$ cat config.mk
export PLATFORM = sky130hd
export DESIGN_NAME = spi_miso_pattern_gen
export DESIGN_NICKNAME = d
export VERILOG_FILES = /design/src/rtl/spi_stim_pkg.sv /design/src/rtl/spi_pin_sync.sv /design/src/rtl/spi_miso_pattern_gen.sv
export SDC_FILE = /design/constraint.sdc
export NUM_CORES = 1
export LEC_CHECK = 0
export ABC_AREA = 1
export CORE_MARGIN = 5
export CORE_UTILIZATION = 40
export DETAILED_ROUTE_END_ITERATION = 7
export PLACE_DENSITY = 0.61
export SETUP_SLACK_MARGIN = 0.1
export SYNTH_ARGS = -nofsm -noshare
export SYNTH_HDL_FRONTEND = slang
export SYNTH_HIERARCHICAL = 1
export SYNTH_SLANG_ARGS = --single-unit
$ cat constraint.sdc
create_clock -name CLKA -period 2.4 [get_ports CLKA]
set_input_delay 0.36 -clock CLKA [delete_from_list [all_inputs] [get_ports CLKA]]
set_output_delay 0.36 -clock CLKA [all_outputs]
set_load 0.005 [all_outputs]
$ cat src/rtl/spi_stim_pkg.sv
// Shared types and constants for the SPI target-side pattern responder.
// Holds the pattern/FSM enums and the 16-bit Fibonacci LFSR definition.
package spi_stim_pkg;

    typedef enum logic [1:0] {
        PM_TOGGLE = 2'd0,
        PM_COUNT  = 2'd1,
        PM_LFSR   = 2'd2,
        PM_ECHO   = 2'd3
    } pattern_mode_e;

    typedef enum logic [1:0] {
        IDLE = 2'd0,
        HDR  = 2'd1,
        DATA = 2'd2
    } state_e;

    localparam int ADDR_W = 24;
    localparam int LFSR_W = 16;

    // Taps for x^16+x^14+x^13+x^11, expressed on a right-shifting register
    localparam logic [LFSR_W-1:0] LFSR_TAPS         = 16'h002D;
    localparam logic [LFSR_W-1:0] LFSR_DEFAULT_SEED = 16'hACE1;

    function automatic logic [LFSR_W-1:0] lfsr_step(input logic [LFSR_W-1:0] cur);
        return {^(cur & LFSR_TAPS), cur[LFSR_W-1:1]};
    endfunction

endpackage

$ cat src/rtl/spi_pin_sync.sv
// Purpose: 2-flop synchronisers for SCK/CS_n/MOSI plus SCK and CS edge detection.
// Latency: pin change visible as an edge strobe 2 core_clk cycles later.
// Backpressure: none; free-running sampler.
module spi_pin_sync (
    input  logic core_clk,
    input  logic rst_n,
    input  logic sck,
    input  logic cs_n,
    input  logic mosi,
    output logic sck_rise,
    output logic sck_fall,
    output logic cs_rise,
    output logic cs_fall,
    output logic mosi_s
);

    logic [1:0] sck_sy;
    logic [1:0] cs_sy;
    logic [1:0] mosi_sy;
    logic       sck_d;
    logic       cs_d;

    // CS chain resets low so a select already held low across reset never
    // looks like a fresh falling edge; a frame needs a real high-to-low.
    always_ff @(posedge core_clk or negedge rst_n) begin
        if (!rst_n) begin
            sck_sy  <= '0;
            cs_sy   <= '0;
            mosi_sy <= '0;
            sck_d   <= 1'b0;
            cs_d    <= 1'b0;
        end else begin
            sck_sy  <= {sck_sy[0], sck};
            cs_sy   <= {cs_sy[0], cs_n};
            mosi_sy <= {mosi_sy[0], mosi};
            sck_d   <= sck_sy[1];
            cs_d    <= cs_sy[1];
        end
    end

    assign sck_rise = sck_sy[1] & ~sck_d;
    assign sck_fall = ~sck_sy[1] & sck_d;
    assign cs_rise  = cs_sy[1] & ~cs_d;
    assign cs_fall  = ~cs_sy[1] & cs_d;
    assign mosi_s   = mosi_sy[1];

endmodule

$ cat src/rtl/spi_miso_pattern_gen.sv
// Purpose: SPI mode-0 target capturing cmd/addr header, driving MISO from a selectable pattern (MISO_HIZ_EN adds spi_miso_oe).
// Latency: 3 CLKA cycles from pin edge to action (MOSI capture, MISO update, strobes).
// Backpressure: none; SCK must be at most CLKA/4, edges while CS is high are ignored.
module spi_miso_pattern_gen
    import spi_stim_pkg::*;
#(
    parameter int                DATA_W    = 8,
    parameter int                CMD_BYTES = 4,
    parameter int                CNT_W     = 16,
    parameter logic [LFSR_W-1:0] LFSR_SEED = LFSR_DEFAULT_SEED
) (
    input  logic              CLKA,
    input  logic              rst_n,
    input  logic              spi_clk,
    input  logic              spi_cs_n,
    input  logic              spi_mosi,
`ifdef MISO_HIZ_EN
    output logic              spi_miso_oe,
`endif
    output logic              spi_miso,
    input  logic [1:0]        pattern_mode,
    output logic [DATA_W-1:0] cmd_byte,
    output logic [ADDR_W-1:0] addr,
    output logic              cmd_valid,
    output logic [CNT_W-1:0]  byte_count,
    output logic              busy,
    output logic              frame_err
);

    localparam int                BIT_W    = $clog2(DATA_W);
    localparam logic [BIT_W-1:0]  BIT_LAST = BIT_W'(DATA_W - 1);
    localparam logic [CNT_W-1:0]  CMD_CNT  = CNT_W'(CMD_BYTES);
    localparam logic [CNT_W-1:0]  CMD_LAST = CNT_W'(CMD_BYTES - 1);

    logic sck_rise, sck_fall, cs_rise, cs_fall, mosi_s;

    spi_pin_sync u_sync (
        .core_clk (CLKA),
        .rst_n    (rst_n),
        .sck      (spi_clk),
        .cs_n     (spi_cs_n),
        .mosi     (spi_mosi),
        .sck_rise (sck_rise),
        .sck_fall (sck_fall),
        .cs_rise  (cs_rise),
        .cs_fall  (cs_fall),
        .mosi_s   (mosi_s)
    );

    state_e              state_q, state_d;
    pattern_mode_e       mode_q;
    logic [BIT_W-1:0]    bit_cnt;
    logic [DATA_W-2:0]   rx_sh;
    logic [DATA_W-1:0]   rx_next;
    logic [DATA_W-1:0]   echo_q;
    logic [LFSR_W-1:0]   lfsr_q;
    logic                toggle_q;
    logic                miso_q;
    logic                bit_last;
    logic                hdr_done;
    logic [BIT_W-1:0]    bit_sel;
    logic [DATA_W-1:0]   cnt_byte;

    assign rx_next  = {rx_sh, mosi_s};
    assign bit_last = (bit_cnt == BIT_LAST);
    assign hdr_done = sck_rise && bit_last && (byte_count == CMD_LAST);
    assign bit_sel  = BIT_LAST - bit_cnt;
    // Data byte index; only meaningful in DATA, where byte_count >= CMD_BYTES
    assign cnt_byte = DATA_W'(byte_count - CMD_CNT);

    always_ff @(posedge CLKA or negedge rst_n) begin
        if (!rst_n) state_q <= IDLE;
        else        state_q <= state_d;
    end

    always_comb begin
        state_d = state_q;
        case (state_q)
            IDLE: if (cs_fall) state_d = HDR;
            HDR: begin
                if (cs_rise)       state_d = IDLE;
                else if (hdr_done) state_d = DATA;
            end
            DATA: if (cs_rise) state_d = IDLE;
            default: state_d = IDLE;
        endcase
    end

    always_ff @(posedge CLKA or negedge rst_n) begin
        if (!rst_n) begin
            mode_q     <= PM_TOGGLE;
            bit_cnt    <= '0;
            rx_sh      <= '0;
            echo_q     <= '0;
            lfsr_q     <= LFSR_SEED;
            toggle_q   <= 1'b0;
            miso_q     <= 1'b0;
            cmd_byte   <= '0;
            addr       <= '0;
            cmd_valid  <= 1'b0;
            byte_count <= '0;
            frame_err  <= 1'b0;
        end else begin
            cmd_valid <= 1'b0;
            frame_err <= 1'b0;
            if (state_q == IDLE) begin
                if (cs_fall) begin
                    mode_q     <= pattern_mode_e'(pattern_mode);
                    bit_cnt    <= '0;
                    byte_count <= '0;
                    lfsr_q     <= LFSR_SEED;
                    miso_q     <= (pattern_mode_e'(pattern_mode) == PM_TOGGLE) ? toggle_q : 1'b0;
                end
            end else if (cs_rise) begin
                frame_err <= (bit_cnt != '0);
            end else begin
                if (sck_rise) begin
                    rx_sh   <= rx_next[DATA_W-2:0];
                    bit_cnt <= bit_last ? '0 : bit_cnt + 1'b1;
                    if (bit_last) begin
                        echo_q <= rx_next;
                        if (byte_count != '1) byte_count <= byte_count + 1'b1;
                        if (state_q == HDR) begin
                            if (byte_count == '0) cmd_byte <= rx_next;
                            else                  addr <= {addr[ADDR_W-DATA_W-1:0], rx_next};
                            if (byte_count == CMD_LAST) cmd_valid <= 1'b1;
                        end
                    end
                end
                // bit_cnt already points at the bit the next rising edge samples
                if (sck_fall) begin
                    case (mode_q)
                        PM_TOGGLE: begin
                            toggle_q <= ~toggle_q;
                            miso_q   <= ~toggle_q;
                        end
                        PM_COUNT: miso_q <= (state_q == DATA) ? cnt_byte[bit_sel] : 1'b0;
                        PM_LFSR: begin
                            if (state_q == DATA) begin
                                miso_q <= lfsr_q[0];
                                lfsr_q <= lfsr_step(lfsr_q);
                            end else begin
                                miso_q <= 1'b0;
                            end
                        end
                        PM_ECHO: miso_q <= (state_q == DATA) ? echo_q[bit_sel] : 1'b0;
                        default: miso_q <= 1'b0;
                    endcase
                end
            end
        end
    end

    assign busy = (state_q != IDLE);

`ifdef MISO_HIZ_EN
    assign spi_miso_oe = busy;
    assign spi_miso    = miso_q & busy;
`else
    assign spi_miso    = miso_q;
`endif

endmodule

# After elaboration in Yosys (flattened, before gate mapping)

Index checks and enable logic that the tools add are counted.

Flip-flop bits (word level): 98
Word-level logic and storage cells: 116
Input port bits: 7
Output and inout port bits: 52

$lt $le $gt $ge: 1
Equality and inequality tests: 12
Muxes and demuxes: 43
Reduce and logical (&&, ||, !) cells: 26
Add/subtract/negate cells: 4
Bitwise operators: 12

Operators by type and width:

| kind                                                                  | number |
|---|---|
| 16-bit two-way mux                                                    | 12 |
| 1-bit two-way mux                                                     | 18 |
| 16-bit by 1-bit adder with 16-bit output (second input constant)      | 1 |
| 16-bit by 2-bit == test with 1-bit output (second input constant)     | 1 |
| 16-bit zero test                                                      | 1 |
| 16-bit != test (second input constant)                                | 1 |
| 16-bit parity                                                         | 1 |
| 3-bit two-way mux                                                     | 5 |
| 2-bit nonzero test                                                    | 7 |
| 3-bit AND reduction                                                   | 4 |
| 6-bit AND reduction                                                   | 2 |
| 5-bit AND reduction                                                   | 2 |
| 2-bit two-way mux                                                     | 4 |
| 1-bit NOT                                                             | 8 |
| 4-bit AND reduction                                                   | 2 |
| 8-bit by 3-bit subtractor with 8-bit output (second input constant)   | 1 |
| 1-bit binary-select mux with 3-bit select                             | 2 |
| 2-bit == test (second input constant)                                 | 3 |
| 2-bit zero test                                                       | 3 |
| 2-bit case mux with 3 select lines                                    | 1 |
| 1-bit AND                                                             | 4 |
| 2-bit by 1-bit == test with 1-bit output (second input constant)      | 2 |
| 3-bit by 4-bit < comparator with 1-bit output (second input constant) | 1 |
| 2-bit != test (second input constant)                                 | 2 |
| 9 further kinds                                                       | 10 |

# Longest topological paths before layout

Gate-level depths: netlist (run 1).

Depth after elaboration: 8
Gate-level depth with buffers: 16
Depth with buffers taken out: 16

# Modules after synthesis

Netlist (run 1), hierarchy kept.

Modules (own cells, without submodules):

| module               | cells each | area an instance (sq um) | times used | sequential area each (sq um) |
|---|---|---|---|---|
| spi_miso_pattern_gen | 490        | 4252.8                   | 1          | 2262.2 |
| spi_pin_sync         | 16         | 230.2                    | 1          | 200.2 |

# Worst setup path after synthesis (run 1)

No wires, ideal clock.

Kind: reg2reg
From: reg byte_count[0]
To: reg byte_count[11]
Path buffers: 0
Setup slack: 710 ps
Library setup time: 123 ps
Data arrival time: 1568 ps
Cell stages (with the launch flop): 11
Period minus slack after synthesis: 1690 ps
Data required time: 2277 ps
Cells stage by stage: dfrtp_1 ha_1 nand2_1 nor2_1 nand3_1 a21oi_1 nor2_4 nand2_1 nor2_1 o21ai_0 nor2_1

Word-level cells in the longest chain between the ends: 6
Elaborated cells on any way between the ends: 9
Classes of those cells: add/sub (1); eq/ne (1); mux (5); reduce/logical (2)

Ends and longest elaborated chain:

| what                                     | RTL line                    | RTL |
|---|---|---|
| start: declaration                       | spi_miso_pattern_gen.sv:25  | `output logic [CNT_W-1:0] byte_count,` |
| start signal: assignment                 | spi_miso_pattern_gen.sv:122 | `if (byte_count != '1) byte_count <= byte_count + 1'b1;` |
| 16-bit by 1-bit adder with 16-bit output | spi_miso_pattern_gen.sv:122 |  |
| 16-bit two-way mux                       | spi_miso_pattern_gen.sv:122 |  |
| 16-bit two-way mux                       | spi_miso_pattern_gen.sv:120 | `if (bit_last) begin` |
| 16-bit two-way mux                       | spi_miso_pattern_gen.sv:117 | `if (sck_rise) begin` |
| 16-bit two-way mux                       | spi_miso_pattern_gen.sv:114 | `end else if (cs_rise) begin` |
| 16-bit two-way mux                       | spi_miso_pattern_gen.sv:106 | `if (state_q == IDLE) begin` |

Several ways; a longest one is shown, not always the timed one. The select of a mux whose other input is x is not followed.
A chain may end at the register's enable or synchronous reset.

# Worst setup path after layout (run 1)

From: reg state_q[1]
To: out busy

Word-level cells in the longest chain between the ends: 1

Ends and longest elaborated chain:

| what                     | RTL line                    | RTL |
|---|---|---|
| start: declaration       | spi_miso_pattern_gen.sv:50  | `state_e state_q, state_d;` |
| start signal: assignment | spi_miso_pattern_gen.sv:73  | `else state_q <= state_d;` |
| 2-bit nonzero test       | spi_miso_pattern_gen.sv:154 | `assign busy = (state_q != IDLE);` |
| end: declaration         | spi_miso_pattern_gen.sv:26  | `output logic busy,` |

Every way passes these cells.

==> flow_metrics.tcl, run 1 <==
set metrics [dict create \
    rr_startpoint "bit_cnt[0]$_DFFE_PN0P_" \
    grt_max_degree 49 \
    clock_latency_ps 340 \
    cts_made_buffers 9 \
    critPathRequiredTime_ps 2040 \
    cp.arrival_ps 1810 \
    max-vdd-ir-drop_uv 472.1 \
    slew_headroom 0.6939 \
    pwr-share-seq 0.484 \
    status "completed" \
    p_int_w 0.002980 \
    wl_mm 9.913 \
    fmax_ghz 0.4607 \
    critPathLaunch "state_q[1]$_DFFE_PN0P_" \
    cts_tree "yes" \
    clkPwrFrac 0.328 \
    ys_warn_count 6 \
    finalPower_w 0.004235 \
    synth_area_per_cell_um2 8.860 \
    die_h_um 115.9 \
    multi_input_area_um2 1678 \
    clk_pin_slew_ps 70 \
    leakagePower_nw 2.544 \
    switchingPower_w 0.001255 \
    layout_commonest_cell "nand2_1" \
    worstRegToRegCells 7 \
    dieArea_um2 13420 \
    post-route-drc-count 0 \
    setup_viol 0 \
    startpoint_type "flop" \
    endpoint_kind "output port" \
    dp_hpwl_mm 7.153 \
    grt_pass1_wl_mm 16.94 \
    synth-seq-cells 98 \
    grt_pass1_vias 3381 \
    worstPathMaxFanout 11 \
    drt_first_iter_violations 264 \
    worst_pin_slew_ps 455.0 \
    clock_path_buffers 2 \
    path_class "reg2out" \
    vias 3538 \
    cts_resized 0 \
    core_um2 10940 \
    yosysSeqAreaShare 0.5493 \
    layout.nets 590 \
    gr-total-overflow 0 \
    finalHoldViolCount 0 \
    synthCells 506 \
    synthArstFlopShare 1.000 \
    ys.flop_type "dfrtp_1" \
    sw_frac_of_total 0.2963 \
    slew_viol_final 0 \
    drive_gt1_frac 0.1000 \
    min_period_ps 2171 \
    num_io_pins 59 \
    die_x_um 115.9 \
    n_antenna_cell 0 \
    r2r_setup_slack_ps 370 \
    cts-root-buf "clkbuf_16" \
    timing.final.crit_share 0.9044 \
    hp-class "reg2reg" \
    initial_utilization 0.4100 \
    syn_to_final_growth_pct 24.62 \
    synth_edf_count 0 \
    numPortBuffers 58 \
    first_pass_iters 5 \
    viasPerCell 4.914 \
    syn-cell-area_um2 4483 \
    antenna_found_initial 0 \
    combPwrFrac 0.188 \
    hold_depth 0 \
    wire_per_inst_um 13.77 \
    power_density_nw_per_um2 758.0 \
    globalplace.congestion 0.8585 \
    maxCapViolations 0 \
    setup.worst_path.end "busy" \
    synth_cell_types 39 \
    num_rows 38 \
    numClockSinks 98 \
    r2r_end "byte_count[11]$_DFFE_PN0P_" \
    holdCritStartpoint "u_sync/mosi_sy[0]$_DFF_PN0_" \
    ff_latch_area_um2 2462 \
    antenna_left 0 \
    rsz0062_at_grt "no" \
    fillerInstances 1056 \
    fin_tns_setup_ps 0 \
    cts_max_level 3 \
    final_cell_mix "nand2_1 (94), dfrtp_1 (90), inv_1 (64)" \
    finClkSkew_ps 5.425 \
    syn-num-nets 521 \
    final_util 0.5109 \
    grt_usage 0.1583 \
]
## cell type report
cell class,count,share of cell area
flip-flops and latches,98,0.4408
multi-input cells,324,0.3003
repair buffers,74,0.1299
clock buffers,12,0.04591
inverters,68,0.04569
well taps,140,0.03135
clock inverters,4,0.006047
## stage by stage
stage / instance area [um2] / instances / worst slack (ps) / hold WS, ps
final: 5587 / 720 / 229.4 / 353.4
after global routing: 5587 / 720 / 120.8 / 366.1
after CTS: 5572 / 718 / 105.8 / 353.9
after detailed placement: 5271 / 701 / 421.2 / 321.3
after global placement: 5271 / 701 / 457.4 / 317.2
after floorplan: 4483 / 506 / 709.6 / 64.41
## worst min path at each step
stage | to
after floorplan | addr[0]$_DFFE_PN0P_
after global placement | lfsr_q[14]$_DFFE_PN0P_
after detailed placement | lfsr_q[12]$_DFFE_PN0P_
after CTS | u_sync/mosi_sy[1]$_DFF_PN0_
after global routing | u_sync/mosi_sy[1]$_DFF_PN0_
final | u_sync/mosi_sy[1]$_DFF_PN0_
## Yosys cell counts (5+ instances only)
cell,instances,area share
nand3_1,27,0.030
nor2_1,49,0.041
dfstp_2,8,0.047
ha_1,8,0.022
o21ai_0,59,0.066
inv_1,64,0.054
nand2_1,94,0.079
dfrtp_1,90,0.50
xor2_1,8,0.016
buf_2,6,0.0067
nand4_1,10,0.014
clkbuf_1,5,0.0042
a21oi_1,23,0.026
nor3_1,7,0.0078
o21ai_2,8,0.016
## worst max-delay path, cell delays in order (launching register included)
cell	delay, ps
dfrtp_1	410
nor2_4	60
buf_4	180
inv_1	260
clkdlybuf4s50_1	570
## power groups by stage
stage | Clock, W | Sequential (W) | Combinational [W]
6_report | 0.00139 | 0.00205 | 0.000797
3_3_place_gp | 0 | 0.00207 | 0.000782
5_1_grt | 0.00150 | 0.00208 | 0.000908
4_1_cts | 0.00143 | 0.00205 | 0.000798
2_1_floorplan | 0 | 0.00204 | 0.000513
3_5_place_dp | 0 | 0.00208 | 0.000792
## cell families after synthesis
| family | after synthesis | share of synthesized area |
|---|---|---|
| xor+xnor | 9 | 0.01758 |
| simple gates | 200 | 0.2001 |
| buf+inv | 84 | 0.07647 |
| fa+ha+maj | 8 | 0.02233 |
| compound gates | 107 | 0.1342 |
| flops | 98 | 0.5493 |
## metal layers
metal	GRT usage	share of wire	vias up
met5	0	0	-
met4	0.04408	0.011	0
met3	0.03446	0.050	9
met2	0.2340	0.45	74
met1	0.2351	0.49	1658
li1	-	-	1797
## state kept, by name (all words and copies together) (netlist names), 2 cells and up
| register | count |
|---|---|
| u_sync/mosi_sy | 2 |
| lfsr_q | 16 |
| state_q | 2 |
| rx_sh | 7 |
| mode_q | 2 |
| echo_q | 8 |
| u_sync/cs_sy | 2 |
| byte_count | 16 |
| addr | 24 |
| u_sync/sck_sy | 2 |
| bit_cnt | 3 |
| cmd_byte | 8 |
## repair_timing
| action | in CTS | in global routing |
|---|---|---|
| hold buffers | 1 | 0 |
| buffers inserted | 0 | 2 |
| hold endpoints to repair | 22 | 0 |
| endpoints found under the setup margin | 0 | 1 |
No activity file was read; power rests on OpenSTA's default activity.
==> run 2, diff against run 1 <==
- CORE_UTILIZATION: 40 -> 42
- PLACE_DENSITY: 0.61 -> 0.66
==> run 2 against run 1 <==
  * Utilization up 2.4 points
  * Final area down 0.63%
  * Final cell count down 0.14%
  * Combinational power up 2%
  * Flip-flop and latch count unchanged
  * Highest routed layer unchanged
==> flow_metrics.tcl, run 2 (synthesis results as in run 1) <==
set metrics [dict create \
    status "completed" \
    grt_pass1_wl_mm 17.06 \
    sw_frac_of_total 0.3018 \
    layout.nets 593 \
    numPortBuffers 58 \
    worst_pin_slew_ps 552.2 \
    dieArea_um2 12840 \
    hp-class "reg2reg" \
    slew_viol_final 0 \
    layout_commonest_cell "nand2_1" \
    first_pass_iters 4 \
    largest_reg_flops 24 \
    die_x_um 113.3 \
    grt.busiest_layer "met2" \
    rsz0062_at_grt "no" \
    cts_made_buffers 9 \
    cts-root-buf "clkbuf_8" \
    wl_mm 10.19 \
    grt_use_met3 0.03957 \
    grt_max_degree 49 \
    finClkSkew_ps 12.06 \
    combPwrFrac 0.195 \
    setup_viol 0 \
    max_stage_delay_ps 470 \
    antenna_found_initial 0 \
    clock_path_buffers 2 \
    finalWorstSetupSlack_ps 255.2 \
    path_delay_family "buffers and inverters" \
    slew_headroom 0.6318 \
    antenna_left 0 \
    cp_num_buf_inv 3 \
    endpoint_kind "output port" \
    switchingPower_w 0.001261 \
    fmax_ghz 0.4663 \
    cp.arrival_ps 1780 \
    final_util 0.5354 \
    place_inst 697 \
    power_density_nw_per_um2 752.8 \
    n_antenna_cell 0 \
    grt_usage 0.1669 \
    startpoint_type "flop" \
    cts_max_level 3 \
    clk_pin_slew_ps 100 \
    syn_to_final_growth_pct 23.83 \
    globalplace.congestion 0.8528 \
    worstPathMaxFanout 11 \
    vias 3602 \
    dp_hpwl_mm 7.304 \
    grt_pass1_vias 3366 \
    drive_gt1_frac 0.1081 \
    holdWs_ps 354.7 \
    num_rows 37 \
    critPathRequiredTime_ps 2040 \
    fin_tns_setup_ps 0 \
    pwr-share-seq 0.490 \
    finalNonFillerCells 719 \
    final_cell_mix "nand2_1 (94), dfrtp_1 (90), inv_1 (63)" \
    top_register "addr" \
    cts_tree "yes" \
    wire_per_inst_um 14.17 \
    min_period_ps 2145 \
    die_h_um 113.3 \
    core_um2 10370 \
    critPathSlowestCell "clkdlybuf4s50_1" \
    viasPerCell 5.010 \
    top_regs "addr (24), byte_count (16), lfsr_q (16)" \
    num_io_pins 59 \
    max-vdd-ir-drop_uv 645.5 \
    path_class "reg2out" \
    p_int_w 0.002918 \
    finalHoldViolCount 0 \
    timing.final.crit_share 0.8937 \
    numClockSinks 98 \
    clock_latency_ps 380 \
    post-route-drc-count 0 \
    met1_usage 0.2430 \
    leakagePower_nw 2.532 \
    gr-total-overflow 0 \
    crit_path_cell_trace "nor2_4 > buf_4 > clkinvlp_4 > clkdlybuf4s50_1" \
    initial_utilization 0.4323 \
    grt_use_met2 0.2433 \
    drt_first_iter_violations 264 \
    maxCapViolations 0 \
    pre_cts_ws_ps 344.1 \
    clkPwrFrac 0.315 \
]
run 2: worst register-to-register path, cell delays in order, from the launching register on:
cell	delay (ps)
dfrtp_1	440
nor2_4	140
buf_4	170
nand2_1	190
inv_2	100
nor2_1	100
nor2_4	350
nand2_1	180
nor3b_1	240
nor2_1	80
run 2: repair_timing:
| action | in CTS | in global routing |
|---|---|---|
| setup endpoints to repair | 1 | 1 |
| pin swaps | 1 | 0 |
| hold buffers | 1 | 0 |
| endpoints found under the hold margin | 33 | 0 |
| gates resized for setup | 0 | 1 |
| buffers inserted | 1 | 4 |
run 2: final timing paths:
kind	from	end	slack, ps	depth (start not counted)
hold reg to reg	u_sync/mosi_sy[0]$_DFF_PN0_	u_sync/mosi_sy[1]$_DFF_PN0_	350	0
setup reg to reg	state_q[1]$_DFFE_PN0P_	byte_count[11]$_DFFE_PN0P_	310	9
min in group asynchronous	rst_n	byte_count[10]$_DFFE_PN0P_	510	2
hold / removal	u_sync/mosi_sy[0]$_DFF_PN0_	u_sync/mosi_sy[1]$_DFF_PN0_	350	0
setup / recovery	state_q[1]$_DFFE_PN0P_	busy	260	4
max in group asynchronous	rst_n	addr[11]$_DFFE_PN0P_	1130	3
run 2: power by group through the flow:
stage | registers [W] | clock network, W | logic (W)
after CTS | 0.00205 | 0.00134 | 0.000803
final | 0.00205 | 0.00131 | 0.000816
after global routing | 0.00208 | 0.00141 | 0.000936
after global placement | 0.00207 | 0 | 0.000768
after floorplan | 0.00204 | 0 | 0.000513
after detailed placement | 0.00208 | 0 | 0.000790
run 2: cell type report:
cell class / count / area, um2
inverters: 68 / 259.0
well taps: 136 / 170.2
flip-flops and latches: 98 / 2462
multi-input cells: 324 / 1678
clock buffers: 9 / 123.9
clock inverters: 7 / 122.6
fillers: 957 / 4818
repair buffers: 77 / 735.7
run 2: metrics by stage:
stage	total power (W)	area [um2]
floorplan	0.002553	4483
global placement	0.002837	5254
detailed placement	0.002867	5254
CTS	0.004187	5518
global route	0.004425	5552
finish	0.004179	5552
run 2: per-layer routing:
layer / vias up / wire, um
met5: - / 0
met4: 0 / 161
met3: 11 / 566
met2: 88 / 4560
met1: 1709 / 4903
li1: 1794 / -
==> run 3, diff against run 2 <==
==> constraint.sdc (replaced) <==
create_clock -name CLKA -period 2.4 [get_ports CLKA]
set_input_delay 0.24 -clock CLKA [delete_from_list [all_inputs] [get_ports CLKA]]
set_output_delay 0.24 -clock CLKA [all_outputs]
set_load 0.005 [all_outputs]
==> run 3 against run 2 <==
  * Largest power group unchanged
  * Global-route usage decreased by 0.15 points
  * Die area unchanged
  * Utilization decreased by 0.69 points
  * Final cell count decreased by 0.56%
==> flow_metrics.tcl, run 3 (synthesis results as in run 1) <==
set metrics [dict create \
    cts-root-buf "clkbuf_8" \
    maxCapViolations 0 \
    top_regs "addr (24), byte_count (16), lfsr_q (16)" \
    numPortBuffers 58 \
    power_density_nw_per_um2 710.5 \
    dp_hpwl_mm 7.120 \
    layout_commonest_cell "nand2_1" \
    slew_headroom 0.6063 \
    core_um2 10370 \
    wl_mm 9.924 \
    globalplace.congestion 0.8728 \
    first_pass_iters 4 \
    dieArea_um2 12840 \
    num_io_pins 59 \
    grt_use_met2 0.2583 \
    worst_pin_slew_ps 590.5 \
    crit_path_cell_trace "nor2_4 > buf_4 > clkinvlp_4 > clkdlybuf4s50_1" \
    path_delay_family "buffers and inverters" \
    viasPerCell 4.894 \
    top_register "addr" \
    finalHoldViolCount 0 \
    clk_pin_slew_ps 100 \
    largest_reg_flops 24 \
    wire_per_inst_um 13.88 \
    leakagePower_nw 2.491 \
    n_antenna_cell 0 \
    numClockSinks 98 \
    status "completed" \
    cp.arrival_ps 1900 \
    cts_max_level 3 \
    final_cell_mix "nand2_1 (94), dfrtp_1 (90), inv_1 (63)" \
    fmax_ghz 0.4679 \
    grt_pass1_vias 3456 \
    initial_utilization 0.4323 \
    max_stage_delay_ps 460 \
    grt_use_met3 0.03102 \
    die_h_um 113.3 \
    critPathRequiredTime_ps 2160 \
    timing.final.crit_share 0.8906 \
    vias 3499 \
    drt_first_iter_violations 176 \
    finalPower_w 0.003894 \
    grt_pass1_wl_mm 17.24 \
    slew_viol_final 0 \
    grt.busiest_layer "met2" \
    grt_usage 0.1654 \
    die_x_um 113.3 \
    pre_cts_ws_ps 317.1 \
    layout.nets 589 \
    fin_tns_setup_ps 0 \
    met1_usage 0.2398 \
    critPathSlowestCell "clkdlybuf4s50_1" \
    finalWorstSetupSlack_ps 262.6 \
    cts_tree "yes" \
    min_period_ps 2137 \
    finClkSkew_ps 15.65 \
    endpoint_kind "output port" \
    hp-class "in2reg" \
    cp_num_buf_inv 3 \
    antenna_found_initial 0 \
    setup_viol 0 \
    antenna_left 0 \
    post-route-drc-count 0 \
    cts_made_buffers 9 \
    num_rows 37 \
    syn_to_final_growth_pct 22.24 \
    rsz0062_at_grt "no" \
    path_class "reg2out" \
    gr-total-overflow 0 \
    drive_gt1_frac 0.1019 \
    clock_latency_ps 370 \
    clock_path_buffers 2 \
    max-vdd-ir-drop_uv 394.6 \
    grt_max_degree 49 \
    startpoint_type "flop" \
    worstPathMaxFanout 11 \
]
-- run 3: cell types whose count changed in the layout (fill, tap and decap cells not counted) --
| cell | previous run | this run |
|---|---|---|
| inv_8 | 1 | 2 |
| buf_12 | 1 | 2 |
| clkinv_4 | 0 | 1 |
| buf_4 | 18 | 13 |
| clkinv_8 | 0 | 1 |
| bufinv_16 | 3 | 0 |
-- run 3: layout make-up --
class	count	area, um2
multi-input combinational	324	1678
sequential	98	2462
timing repair buffer	73	718.2
fill	972	4890
inverter	68	259.0
clock inverter	7	68.82
clock buffer	9	123.9
tap	136	170.2
-- run 3: final timing paths --
check	slack [ps]	to	cells past startpoint	start
worst max-delay path	260	busy	4	state_q[0]$_DFFE_PN0P_
worst min-delay path	300	u_sync/mosi_sy[0]$_DFF_PN0_	1	spi_mosi
worst max register to register	280	byte_count[11]$_DFFE_PN0P_	8	state_q[0]$_DFFE_PN0P_
worst min register to register	360	u_sync/sck_sy[1]$_DFF_PN0_	0	u_sync/sck_sy[0]$_DFF_PN0_
max in group asynchronous	1260	addr[6]$_DFFE_PN0P_	3	rst_n
min in group asynchronous	400	lfsr_q[12]$_DFFE_PN0P_	2	rst_n
-- run 3: what timing repair did --
| item | in CTS | in global routing |
|---|---|---|
| endpoints found under the hold margin | 34 | 0 |
| buffers inserted | 0 | 3 |
| endpoints found under the setup margin | 0 | 1 |
| gates resized for setup | 0 | 1 |
| hold buffers | 1 | 0 |
-- run 3: report_power, final --
part	internal [W]	switching, W	total (W)
combinational	0.000315	0.000483	0.000798
clock	0.000404	0.000648	0.00105
sequential	0.00190	0.000146	0.00204
total	0.00262	0.00128	0.00389
-- run 3: through the flow --
stage          hold slack (ps)    util  instances  area [um2]
5_1_grt                  273.1  0.5285        715        5480
3_3_place_gp             277.6  0.5064        695        5251
4_1_cts                  281.5  0.5259        712        5454
6_report                 301.0  0.5285        715        5480
3_5_place_dp             284.6  0.5064        695        5251
2_1_floorplan           -55.59       -        506        4483
-- run 3: per-layer routing --
metal  wire, um  up-vias
li1           -     1789
met1       4985     1653
met2       4495       47
met3        336       10
met4        106        0
met5          0        -
